===== config.mk =====
export PLATFORM = sky130hd
export DESIGN_NAME = seg_frame_sequencer
export DESIGN_NICKNAME = d
export VERILOG_FILES = /design/src/rtl/seg_frame_sequencer.sv
export SDC_FILE = /design/constraint.sdc
export NUM_CORES = 1
export LEC_CHECK = 0
export BUFFER_PORTS_ARGS = -buffer_cell sky130_fd_sc_hd__buf_2
export CAP_MARGIN = 20
export CELL_PAD_IN_SITES_DETAIL_PLACEMENT = 0
export CELL_PAD_IN_SITES_GLOBAL_PLACEMENT = 1
export CORE_MARGIN = 8
export CORE_UTILIZATION = 41
export DETAILED_ROUTE_END_ITERATION = 10
export PLACE_DENSITY = 0.8
export SETUP_SLACK_MARGIN = 0.3
export SLEW_MARGIN = 20
export SYNTH_ARGS = -nofsm -noshare
export SYNTH_HDL_FRONTEND = slang
export SYNTH_SLANG_ARGS = --single-unit

===== constraint.sdc =====
create_clock -name clk -period 2.7 [get_ports clk]
set_clock_uncertainty 0.2 [all_clocks]
set_input_delay 0.135 -clock clk [delete_from_list [all_inputs] [get_ports clk]]
set_output_delay 0.135 -clock clk [all_outputs]
set_load 0.01 [all_outputs]

===== src/rtl/seg_frame_sequencer.sv =====
// rtl/seg_frame_sequencer.sv - frame sequencer for the hand-segmentation datapath
//
// Purpose:
//   Tracks pixel position within each camera frame and decides, frame by frame,
//   whether the segmenter applies skin thresholds or background difference.
//   In background-difference mode it discards settling frames, captures one
//   full frame into the luma background RAM, then strobes compares on every
//   later frame.
//
// Ports:
//   clk, rst          clock, synchronous active-high reset
//   pix_valid         one pixel present this cycle
//   frame_start       qualifies pix_valid as pixel 0 of a new frame
//   mode_bg_diff      1 = background difference, 0 = skin threshold (sampled at frame_start)
//   recapture         single-cycle request to re-acquire the background
//   bg_addr           background RAM address of the reported pixel
//   bg_we             write the pixel's luma into background RAM
//   cmp_en            compare the pixel's luma against background
//   skin_en           apply skin thresholds to the pixel
//   pix_x, pix_y      column / row of the reported pixel
//   frame_done        pulse on the last pixel of a frame
//   bg_ready          a complete background is stored
//   overrun           sticky: pixel arrived past frame end without frame_start
//   state             IDLE=0, SETTLE=1, CAPTURE=2, RUN=3

module seg_frame_sequencer #(
  parameter int FRAME_W       = 160,
  parameter int FRAME_H       = 120,
  parameter int SETTLE_FRAMES = 2,
  parameter int ADDR_W        = 15
) (
  input  logic              clk,
  input  logic              rst,
  input  logic              pix_valid,
  input  logic              frame_start,
  input  logic              mode_bg_diff,
  input  logic              recapture,
  output logic [ADDR_W-1:0] bg_addr,
  output logic              bg_we,
  output logic              cmp_en,
  output logic              skin_en,
  output logic [7:0]        pix_x,
  output logic [6:0]        pix_y,
  output logic              frame_done,
  output logic              bg_ready,
  output logic              overrun,
  output logic [1:0]        state
);

  localparam logic [1:0] S_IDLE    = 2'd0;
  localparam logic [1:0] S_SETTLE  = 2'd1;
  localparam logic [1:0] S_CAPTURE = 2'd2;
  localparam logic [1:0] S_RUN     = 2'd3;

  localparam int              N_PIX    = FRAME_W * FRAME_H;
  localparam logic [ADDR_W-1:0] LAST_IDX = ADDR_W'(N_PIX - 1);
  localparam logic [7:0]      LAST_X   = 8'(FRAME_W - 1);

  localparam int              SC_W          = (SETTLE_FRAMES < 1) ? 1 : $clog2(SETTLE_FRAMES + 1);
  localparam logic [SC_W-1:0] SETTLE_TARGET = SC_W'(SETTLE_FRAMES);

  // With no settle frames the background is captured on the very next frame.
  localparam logic [1:0] SETTLE_ENTRY = (SETTLE_FRAMES == 0) ? S_CAPTURE : S_SETTLE;

  logic [1:0]        r_state;
  logic [SC_W-1:0]   r_settle_cnt;
  logic              r_started;
  logic              r_bg_mode;
  logic              r_bg_ready;
  logic              r_pending;
  logic              r_overrun;
  logic [ADDR_W-1:0] r_idx;
  logic [7:0]        r_x;
  logic [6:0]        r_y;
  logic              r_bg_we;
  logic              r_cmp_en;
  logic              r_skin_en;
  logic              r_frame_done;

  logic              w_cap_done;
  logic              w_bg_valid;
  logic [1:0]        w_cur_state;
  logic              w_pend;
  logic              w_sof;
  logic              w_at_end;
  logic              w_cont;
  logic              w_over;
  logic              w_accept;
  logic [1:0]        w_sof_state;
  logic              w_sof_use_pend;
  logic              w_sof_clr_ready;
  logic              w_cnt_keep;
  logic [1:0]        w_pix_state;
  logic              w_pix_bg_mode;
  logic [ADDR_W-1:0] w_idx_n;
  logic [7:0]        w_x_n;
  logic [6:0]        w_y_n;
  logic              w_last_pix;
  logic [SC_W-1:0]   w_cnt_base;
  logic [SC_W-1:0]   w_cnt_next;

  // A capture completes on the cycle after its last pixel is reported, so
  // bg_ready and the RUN state appear one cycle after frame_done. A frame_start
  // landing in that same cycle must already see the completed background.
  assign w_cap_done  = r_frame_done & r_bg_we;
  assign w_bg_valid  = r_bg_ready | w_cap_done;
  assign w_cur_state = w_cap_done ? S_RUN : r_state;
  assign w_pend      = r_pending | recapture;

  assign w_sof    = pix_valid & frame_start;
  assign w_at_end = (r_idx == LAST_IDX);
  assign w_cont   = pix_valid & ~frame_start & r_started & ~w_at_end;
  assign w_over   = pix_valid & ~frame_start & r_started & w_at_end;
  assign w_accept = w_sof | w_cont;

  // State chosen for the frame that begins with this frame_start.
  always_comb begin
    w_sof_state     = w_cur_state;
    w_sof_use_pend  = 1'b0;
    w_sof_clr_ready = 1'b0;
    if (!mode_bg_diff) begin
      w_sof_state = S_RUN;
    end else if (w_pend) begin
      w_sof_use_pend  = 1'b1;
      w_sof_clr_ready = 1'b1;
      // A recapture while still capturing just restarts the capture.
      if (w_cur_state == S_CAPTURE) begin
        w_sof_state = S_CAPTURE;
      end else begin
        w_sof_state = SETTLE_ENTRY;
      end
    end else begin
      case (w_cur_state)
        S_IDLE:    w_sof_state = SETTLE_ENTRY;
        S_SETTLE:  w_sof_state = (r_settle_cnt == SETTLE_TARGET) ? S_CAPTURE : S_SETTLE;
        S_CAPTURE: w_sof_state = S_CAPTURE;
        default:   w_sof_state = w_bg_valid ? S_RUN : SETTLE_ENTRY;
      endcase
    end
  end

  // The settle count survives a frame_start only when settling simply continues.
  assign w_cnt_keep = (w_sof_state == S_SETTLE) && (w_cur_state == S_SETTLE) && !w_sof_use_pend;

  assign w_pix_state   = w_sof ? w_sof_state : w_cur_state;
  assign w_pix_bg_mode = w_sof ? mode_bg_diff : r_bg_mode;

  always_comb begin
    w_idx_n = '0;
    w_x_n   = '0;
    w_y_n   = '0;
    if (!w_sof) begin
      w_idx_n = r_idx + 1'b1;
      if (r_x == LAST_X) begin
        w_x_n = '0;
        w_y_n = r_y + 1'b1;
      end else begin
        w_x_n = r_x + 1'b1;
        w_y_n = r_y;
      end
    end
  end

  assign w_last_pix = w_accept && (w_idx_n == LAST_IDX);
  assign w_cnt_base = (w_sof && !w_cnt_keep) ? '0 : r_settle_cnt;

  // Settling frames are counted only when they run to completion.
  always_comb begin
    w_cnt_next = w_cnt_base;
    if (w_last_pix && (w_pix_state == S_SETTLE) && (w_cnt_base != SETTLE_TARGET)) begin
      w_cnt_next = w_cnt_base + 1'b1;
    end
  end

  always_ff @(posedge clk) begin
    if (rst) begin
      r_state      <= S_IDLE;
      r_settle_cnt <= '0;
      r_started    <= 1'b0;
      r_bg_mode    <= 1'b0;
      r_bg_ready   <= 1'b0;
      r_pending    <= 1'b0;
      r_overrun    <= 1'b0;
      r_idx        <= '0;
      r_x          <= '0;
      r_y          <= '0;
      r_bg_we      <= 1'b0;
      r_cmp_en     <= 1'b0;
      r_skin_en    <= 1'b0;
      r_frame_done <= 1'b0;
    end else begin
      r_bg_we      <= 1'b0;
      r_cmp_en     <= 1'b0;
      r_skin_en    <= 1'b0;
      r_frame_done <= 1'b0;
      r_state      <= w_cur_state;
      r_bg_ready   <= w_bg_valid;
      r_settle_cnt <= w_cnt_next;

      if (recapture) begin
        r_pending <= 1'b1;
      end
      if (w_over) begin
        r_overrun <= 1'b1;
      end

      if (w_sof) begin
        r_started <= 1'b1;
        r_state   <= w_sof_state;
        r_bg_mode <= mode_bg_diff;
        if (w_sof_use_pend) begin
          r_pending <= 1'b0;
        end
        if (w_sof_clr_ready) begin
          r_bg_ready <= 1'b0;
        end
      end

      if (w_accept) begin
        r_idx        <= w_idx_n;
        r_x          <= w_x_n;
        r_y          <= w_y_n;
        r_bg_we      <= (w_pix_state == S_CAPTURE);
        r_cmp_en     <= (w_pix_state == S_RUN) &  w_pix_bg_mode;
        r_skin_en    <= (w_pix_state == S_RUN) & ~w_pix_bg_mode;
        r_frame_done <= w_last_pix;
      end
    end
  end

  assign bg_addr    = r_idx;
  assign pix_x      = r_x;
  assign pix_y      = r_y;
  assign bg_we      = r_bg_we;
  assign cmp_en     = r_cmp_en;
  assign skin_en    = r_skin_en;
  assign frame_done = r_frame_done;
  assign bg_ready   = r_bg_ready;
  assign overrun    = r_overrun;
  assign state      = r_state;

endmodule


Word level (Yosys, flattened, before mapping)
Cells that the tools add are included.

Add/subtract/negate cells: 4. Equal/unequal tests: 11. Muxes and demuxes: 23. Bitwise gates (word level): 15. Reduce and logical (&&, ||, !) cells: 12.

Operators by type and width (count): equality test 15 bit, second input constant (2); two-way mux 2 bit (9); two-way mux 8 bit (2); adder 15 x 1 -> 15 bit, second input constant (1); two-way mux 15 bit (1); two-way mux 7 bit (2); adder 8 x 1 -> 8 bit, second input constant (1); bitwise AND 1 bit (8); equality test 2 bit, second input constant (4); equality test 8 bit, second input constant (1); two-way mux 1 bit (8); adder 7 x 1 -> 7 bit, second input constant (1); equality test 2 x 1 -> 1 bit, second input constant (3); logical AND 1 bit (6); one-hot mux 2 bit (3 select lines) (1); inverter 1 bit (4); OR 1 bit (3); adder 2 x 1 -> 2 bit, second input constant (1); logical NOT 1 bit (2); logical NOT 2 bit (1); != test 2 bit, second input constant (1); AND reduction 2 bit (1); nonzero test 2 bit (1); OR reduction 2 bit (1).

Bits in registers: 43. Input port bits: 6. Output and inout bits: 38. Word-level logic and storage cells: 79.

Logic depth before layout (Yosys ltp)
Gate-level depths: netlist (run 1).

Depth in word-level cells: 15. Gate-level depth with buffers: 9. Depth with buffers taken out: 9.

Least setup slack after synthesis (run 1)
No wires, ideal clock.

Path type: register -> register. Start: register r_idx[0], in the netlist bg_addr[0]. End: register r_settle_cnt[1]. Library setup time: 0.070 ns. Arrival time: 2.074 ns. Required time: 2.430 ns. Setup slack: 0.356 ns. Cell stages (with the launch flop): 8. Buffers on the path: 0. Cells stage by stage: dfxtp_1 -> ha_1 -> nand4_2 -> nor4_1 -> mux2i_1 -> o211ai_4 -> nand4bb_1 -> a21oi_1.

Word-level cells in the longest chain between the ends: 8.

Ends and longest elaborated chain: from (decl) (line 72) `logic [ADDR_W-1:0] r_idx;`; from (signal assigned) (line 220) `r_idx <= w_idx_n;`; parallel branches: the longest is 4 deep, another holds adder 15 x 1 -> 15 bit; logical AND 1 bit * (line 164) `assign w_last_pix = w_accept && (w_idx_n == LAST_IDX);`; logical AND 1 bit * (2 in series) (line 170) `if (w_last_pix && (w_pix_state == S_SETTLE) && (w_cnt_base != SETTLE_TARGET)) begin`; two-way mux 2 bit * (line 170); to (signal assigned) (line 198) `r_settle_cnt <= w_cnt_next;`; to (decl) (line 66) `logic [SC_W-1:0] r_settle_cnt;`.

Every way passes the cells marked *. A chain may end at the register's enable or synchronous reset.

Final worst setup path (run 1)
Ends and elaborated chain as after synthesis.

==> results of run 1 <==
[critical path, delay by kind of cell (launching register included)]
family	cells	cell delay (ns)
buffers and inverters	1	0.19
flip-flops	1	0.40
AO/OA/AOI/OAI	3	0.71
AND/OR/NAND/NOR	3	0.61
[through the flow]
| stage | hold WS, ns | instances | total power (W) |
|---|---|---|---|
| 2_1_floorplan | 0.0184 | 262 | 0.000710 |
| 3_3_place_gp | 0.249 | 371 | 0.000737 |
| 3_5_place_dp | 0.246 | 371 | 0.000737 |
| 4_1_cts | 0.00854 | 383 | 0.00120 |
| 5_1_grt | 0.0575 | 383 | 0.00124 |
| 6_report | 0.0272 | 383 | 0.00119 |
[sequential cells by signal, indices dropped and copies added (netlist names)]
signal and count:
r_settle_cnt 2, r_started 1, r_bg_mode 1, r_pending 1, state 2, pix_y 7, overrun 1, skin_en 1
bg_we 1, pix_x 8, frame_done 1, cmp_en 1, bg_ready 1, bg_addr 15
[synthesized netlist by cell type (all sizes together), types with 3 or more instances]
library cell | instances | area, um2
a211oi | 3 | 22.5
a21oi | 12 | 60.1
a41o | 3 | 30.0
and2 | 7 | 46.3
and3 | 5 | 36.3
buf | 7 | 55.1
clkbuf | 4 | 15.0
dfxtp | 43 | 861
ha | 4 | 50.1
inv | 3 | 11.3
nand2 | 22 | 82.6
nand3 | 9 | 45.0
nand3b | 3 | 22.5
nand4 | 14 | 106
nand4b | 4 | 35.0
nor2 | 40 | 150
nor2b | 3 | 18.8
nor3 | 7 | 35.0
nor4 | 3 | 18.8
o211ai | 3 | 41.3
o21ai | 8 | 40.0
or3 | 4 | 25.0
xnor2 | 11 | 96.3
xor2 | 13 | 114
[final cells by class]
type                       count  area [um2]  area share
clock buffer                   7        96.3      0.0345
clock inverter                 1        7.51     0.00269
inverter                       3        11.3     0.00404
multi-input combinational    205        1430       0.513
sequential                    43         867       0.311
tap                           72        90.1      0.0323
timing repair buffer          52         288       0.103
[how the worst max path moves through the flow]
stage | end | slack, ns
after global routing | r_settle_cnt[1]$_SDFF_PP0_ | 0.30
final | r_settle_cnt[1]$_SDFF_PP0_ | 0.47
after CTS | r_settle_cnt[1]$_SDFF_PP0_ | 0.31
after floorplan | r_settle_cnt[1]$_SDFF_PP0_ | 0.36
after global placement | r_settle_cnt[1]$_SDFF_PP0_ | 0.28
after detailed placement | r_settle_cnt[1]$_SDFF_PP0_ | 0.17
[what timing repair did]
| item | 4_1_cts | 5_1_grt |
|---|---|---|
| gates resized for setup | 5 | 13 |
| endpoints found under the setup margin | 2 | 3 |
| endpoints found under the hold margin | 7 | 0 |
| hold buffers | 2 | 0 |
| pin swaps | 0 | 2 |
| buffers inserted | 2 | 0 |
[layout by cell type, fill, tap and decap left out, drive strengths merged, types with 4 or more instances in the layout]
cell type and n:
dfxtp 43, o21ai 8, and2 7, xnor2 11, nand3 9, nand4 14, and3 5, clkbuf 7
xor2 13, a21oi 12, nor3 7, nand2 22, buf 50, nand4b 4, or3 4, nor2 40
ha 4
[cells by family (layout without fill, tap and decap cells)]
family          after synthesis  count (layout)  share of synthesized area
buf+inv                      14              63                     0.0352
fa+ha+maj                     4               4                     0.0217
mux                           2               2                    0.00867
compound gates               41              41                      0.146
xor+xnor                     24              24                     0.0910
simple gates                134             134                      0.325
flops                        43              43                      0.373
[routing by layer]
metal  GRT usage  routed length, um  vias to the layer above
met3      0.0346                228                       11
met5           0                  0                        -
li1            -                  -                     1034
met4      0.0518                 97                        0
met2       0.229               2700                       41
met1       0.171               2670                      992
[power by group]
group          switching [W]  leakage, nW  internal [W]
registers         0.00000597        0.350      0.000640
logic              0.0000514        0.690     0.0000311
clock network       0.000224       0.0505      0.000233
total               0.000282         1.09      0.000904
==> results.py, run 1 <==
metrics = {
    "floorplan": {
        "initial_core_util": 0.422,
        "die_h_um": 91.1,
        "rows": 27,
        "die_w_um": 91.1,
        "coreArea_um2": 5470,
        "die_area_um2": 8290,
        "ioPinCount": 44,
    },
    "worst_setup_path": {
        "max_stage_delay_ns": 0.47,
        "r2r_cells": 7,
        "cp.arrival_ns": 2.21,
        "crit_required_ns": 2.68,
        "critical_path.startpoint": "bg_addr[0]$_SDFFE_PP0P_",
        "crit_fanout": 8,
        "r2r_start": "bg_addr[0]$_SDFFE_PP0P_",
        "crit_type": "flop to flop",
        "crit_path_start_kind": "flop",
        "endpoint_kind": "flop",
        "cpMaxStageDelayCell": "a221oi_1",
        "r2r-end": "r_settle_cnt[1]$_SDFF_PP0_",
        "r2r_slack_ns": 0.47,
        "crit_chain": "buf_4 > nand2_1 > or3_1 > a221oi_1 > nand4b_1 > o21ai_1 > a21oi_1",
    },
    "timing": {
        "tns_ns": 0,
        "period_needed_ns": 2.23,
        "drv_slew": 0,
        "fin_crit_sh": 0.825,
        "relSlewSlack": 0.615,
        "max_freq_mhz": 449,
        "rsz0062_at_grt": "false",
        "finalSetupViolCount": 0,
        "tightest_slew_ns": 0.572,
        "setup_ws_ns": 0.472,
        "hold_viol": 0,
    },
    "drt": {
        "first_pass_iters": 4,
        "ant_nets": 0,
        "wire_per_inst_um": 14.9,
        "drc": 0,
        "vias_per_cell": 5.43,
        "via_count": 2078,
        "drtIter0Drc": 73,
        "drt_wl_total_um": 5690,
    },
    "place": {
        "io_buffers": 43,
        "dpl_cell_area_um2": 2580,
        "hpwl_um": 4140,
        "gp_congestion": 0.792,
        "pre_cts_slack_ns": 0.169,
    },
    "yosys": {
        "synth_seq_cells": 43,
        "synthArstFlopShare": 0,
        "yosysSeqAreaShare": 0.373,
        "netlist_instances": 262,
        "yosysWarnings": 0,
        "syn-num-nets": 272,
        "synth-main-ff-cell": "dfxtp_1",
        "synth_area_um2": 2310,
        "synthDistinctLibCells": 54,
        "synth_area_per_cell_um2": 8.82,
        "synth_edf_count": 0,
    },
    "hold_path": {
        "hold_depth": 3,
        "hold_path_startpoint": "recapture",
        "worst_hold_path.endpoint": "bg_ready$_SDFF_PP0_",
        "hold_class": "primary input to flop",
    },
    "layout": {
        "final_area_um2": 2790,
        "drive_above_1_share": 0.280,
        "antenna_cells": 0,
        "nFillCells": 552,
        "syn_to_final_growth_pct": 20.8,
        "num-nets-final": 320,
        "utilization": 0.510,
    },
    "global_routing": {
        "grt-ovfl-total": 0,
        "grt_pass1_wl_um": 9720,
        "grt_use_total": 0.139,
        "antenna_found_initial": 0,
        "first_global_vias": 2075,
        "grt_max_degree": 24,
    },
    "clock_network": {
        "clockRootBuffer": "clkbuf_8",
        "htreeDepth": 2,
        "clk_pin_slew_worst_paths_ns": 0.08,
        "clk_latency_ns": 0.30,
        "cts_tree": "done",
        "numCtsBuffers": 5,
        "clock_path_buffers": 2,
        "cts.sinks": 43,
    },
    "status": {
        "status": "finished, final reports clean",
    },
    "power": {
        "peakVddDrop_mv": 0.243,
        "p_leak_nw": 1.09,
        "p_per_area_nw_per_um2": 425,
    },
    "job": {
        "cap_violations": 0,
    },
}
Note: power is estimated with default switching activity, not from simulation.
==> run 2, diff against run 1 <==
--- a/config.mk
+++ b/config.mk
@@ -10,9 +10,9 @@
 export CELL_PAD_IN_SITES_DETAIL_PLACEMENT = 0
 export CELL_PAD_IN_SITES_GLOBAL_PLACEMENT = 1
 export CORE_MARGIN = 8
-export CORE_UTILIZATION = 41
+export CORE_UTILIZATION = 37
 export DETAILED_ROUTE_END_ITERATION = 10
-export PLACE_DENSITY = 0.8
+export PLACE_DENSITY = 0.76
 export SETUP_SLACK_MARGIN = 0.3
 export SLEW_MARGIN = 20
 export SYNTH_ARGS = -nofsm -noshare
==> constraint.sdc (replaced) <==
create_clock -name clk -period 1.88 [get_ports clk]
set_clock_uncertainty 0.2 [all_clocks]
set_input_delay 0.094 -clock clk [delete_from_list [all_inputs] [get_ports clk]]
set_output_delay 0.094 -clock clk [all_outputs]
set_load 0.01 [all_outputs]
==> run 2 against run 1 <==
The run now ends with negative hold slack, negative setup slack left. Sequential power is 42% higher. Via count is 19% higher. Combinational power grew to 2.7 times the previous value. Critical path depth stayed put. Flip-flop and latch count stayed put. Register-to-register slack worse by 0.72 ns. Routed wire length is 33% higher. Non-clock buffer count is 91 higher. Setup slack worse by 0.72 ns. Largest cell class unchanged. Highest routed layer unchanged.
==> results.py, run 2 (synthesis results as in run 1) <==
metrics = {
    "place": {
        "gp_congestion": 0.817,
        "placed_cells": 443,
        "io_buffers": 43,
        "hpwl_um": 4970,
        "dpl_cell_area_um2": 3210,
    },
    "layout": {
        "syn_to_final_growth_pct": 68.9,
        "utilization": 0.651,
        "layout.cells.non_filler": 476,
        "drive_above_1_share": 0.566,
        "num-nets-final": 411,
        "layout_commonest_cell": "buf_4",
        "largest_register_ffs": 15,
        "final_cell_mix": "74 x buf_4, 43 x buf_2, 34 x nor2_1",
        "nFillCells": 469,
        "antenna_cells": 0,
        "final_area_um2": 3900,
    },
    "worst_setup_path": {
        "endpoint_kind": "flop",
        "cp_top_family": "simple AND/OR/NAND/NOR gates",
        "cpMaxStageDelayCell": "dfxtp_4",
        "crit_fanout": 5,
        "crit_type": "flop to flop",
        "crit_path_start_kind": "flop",
        "max_stage_delay_ns": 0.38,
        "crit_chain": "ha_4 > nand4_4 > nor4_4 > mux2i_2 > o211ai_4 > nand4b_1 > a21oi_1",
        "crit_required_ns": 1.91,
        "path_buf_inv": 0,
        "cp.arrival_ns": 2.16,
    },
    "global_routing": {
        "grt_use_total": 0.165,
        "grt_pass1_wl_um": 12000,
        "grt-ovfl-total": 0,
        "antenna_found_initial": 0,
        "first_global_vias": 2566,
        "grt_max_degree": 24,
    },
    "floorplan": {
        "coreArea_um2": 5990,
        "rows": 28,
        "die_area_um2": 9030,
        "die_w_um": 95.0,
        "initial_core_util": 0.386,
        "die_h_um": 95.0,
        "ioPinCount": 44,
    },
    "timing": {
        "period_needed_ns": 2.13,
        "finalSetupViolCount": 22,
        "rsz0062_at_grt": "true",
        "whs_ns": -0.0524,
        "max_freq_mhz": 470,
        "hold_viol": 8,
        "drv_slew": 0,
        "relSlewSlack": 0.757,
        "fin_crit_sh": 1.13,
        "setup_ws_ns": -0.249,
        "tightest_slew_ns": 0.361,
    },
    "hold_path": {
        "hold_class": "primary input to flop",
    },
    "power": {
        "peakVddDrop_mv": 0.462,
        "power_w": 0.00186,
        "p_per_area_nw_per_um2": 478,
        "p_leak_nw": 1.69,
    },
    "drt": {
        "wire_per_inst_um": 16.0,
        "vias_per_cell": 5.18,
        "drc": 0,
        "via_count": 2468,
        "ant_nets": 0,
        "drt_wl_total_um": 7600,
        "drtIter0Drc": 115,
        "first_pass_iters": 4,
    },
    "job": {
        "cap_violations": 0,
    },
    "status": {
        "violations": "negative hold slack, negative setup slack",
        "status": "finished with violations",
    },
    "clock_network": {
        "cts.sinks": 43,
        "clockRootBuffer": "clkbuf_8",
        "clk_pin_slew_worst_paths_ns": 0.08,
        "cts_tree": "done",
        "clock_path_buffers": 2,
        "ctsHoldBuffers": 3,
        "clk_latency_ns": 0.30,
        "htreeDepth": 2,
        "numCtsBuffers": 5,
    },
}
## run 2: changes by cell type in the layout (fill, tap and decap cells not counted), moves of 6 or more
cell     before  now
nand2_1      22   12
dfxtp_4       0    6
dfxtp_1      38   27
nor2_1       40   34
buf_4         7   74
buf_6         0   22
## run 2: final cells by class
class / instances / area, um2 / area share
Inverter: 3 / 11.3 / 0.00289
Timing Repair Buffer: 143 / 1060 / 0.273
Sequential cell: 43 / 896 / 0.230
Clock inverter: 2 / 36.3 / 0.00930
Tap cell: 75 / 93.8 / 0.0241
Clock buffer: 5 / 68.8 / 0.0176
Multi-Input combinational cell: 205 / 1730 / 0.444
## run 2: report_power, final
| part | leakage (nW) | switching (W) | internal [W] |
|---|---|---|---|
| registers | 0.357 | 0.00000659 | 0.000912 |
| logic | 1.28 | 0.000112 | 0.000114 |
| clock network | 0.0545 | 0.000330 | 0.000390 |
## run 2: final timing paths
path                                     end  slack (ns)                     from  cells past startpoint
hold reg to reg         overrun$_SDFFE_PP0P_        0.31     overrun$_SDFFE_PP0P_                      2
setup reg to reg  r_settle_cnt[0]$_SDFF_PP0_       -0.25  bg_addr[1]$_SDFFE_PP0P_                      7
hold / removal           state[1]$_SDFF_PP0_       -0.05                      rst                      2
setup / recovery  r_settle_cnt[0]$_SDFF_PP0_       -0.25  bg_addr[1]$_SDFFE_PP0P_                      7
## run 2: repair_timing
action                                  in CTS  in global routing
setup buffers                               14                  9
endpoints found under the setup margin      38                 39
pin swaps                                   28                 37
hold endpoints to repair                    11                  8
resized for setup                           67                 29
## run 2: routing by layer
| metal | global-route usage | part of all wire | up-vias |
|---|---|---|---|
| met3 | 0.0409 | 0.040 | 18 |
| met1 | 0.191 | 0.43 | 1182 |
| met4 | 0.0689 | 0.022 | 0 |
| met5 | 0 | 0 | - |
| li1 | - | - | 1220 |
| met2 | 0.283 | 0.51 | 48 |
## run 2: stage by stage
step	setup TNS, ns	worst slack [ns]	hold WS, ns
2_1_floorplan	-1.26	-0.162	-0.0226
3_3_place_gp	-0.743	-0.162	0.238
6_report	-1.62	-0.249	-0.0524
5_1_grt	-3.41	-0.345	-0.0347
3_5_place_dp	-1.04	-0.203	0.240
4_1_cts	-0.867	-0.171	-0.0659
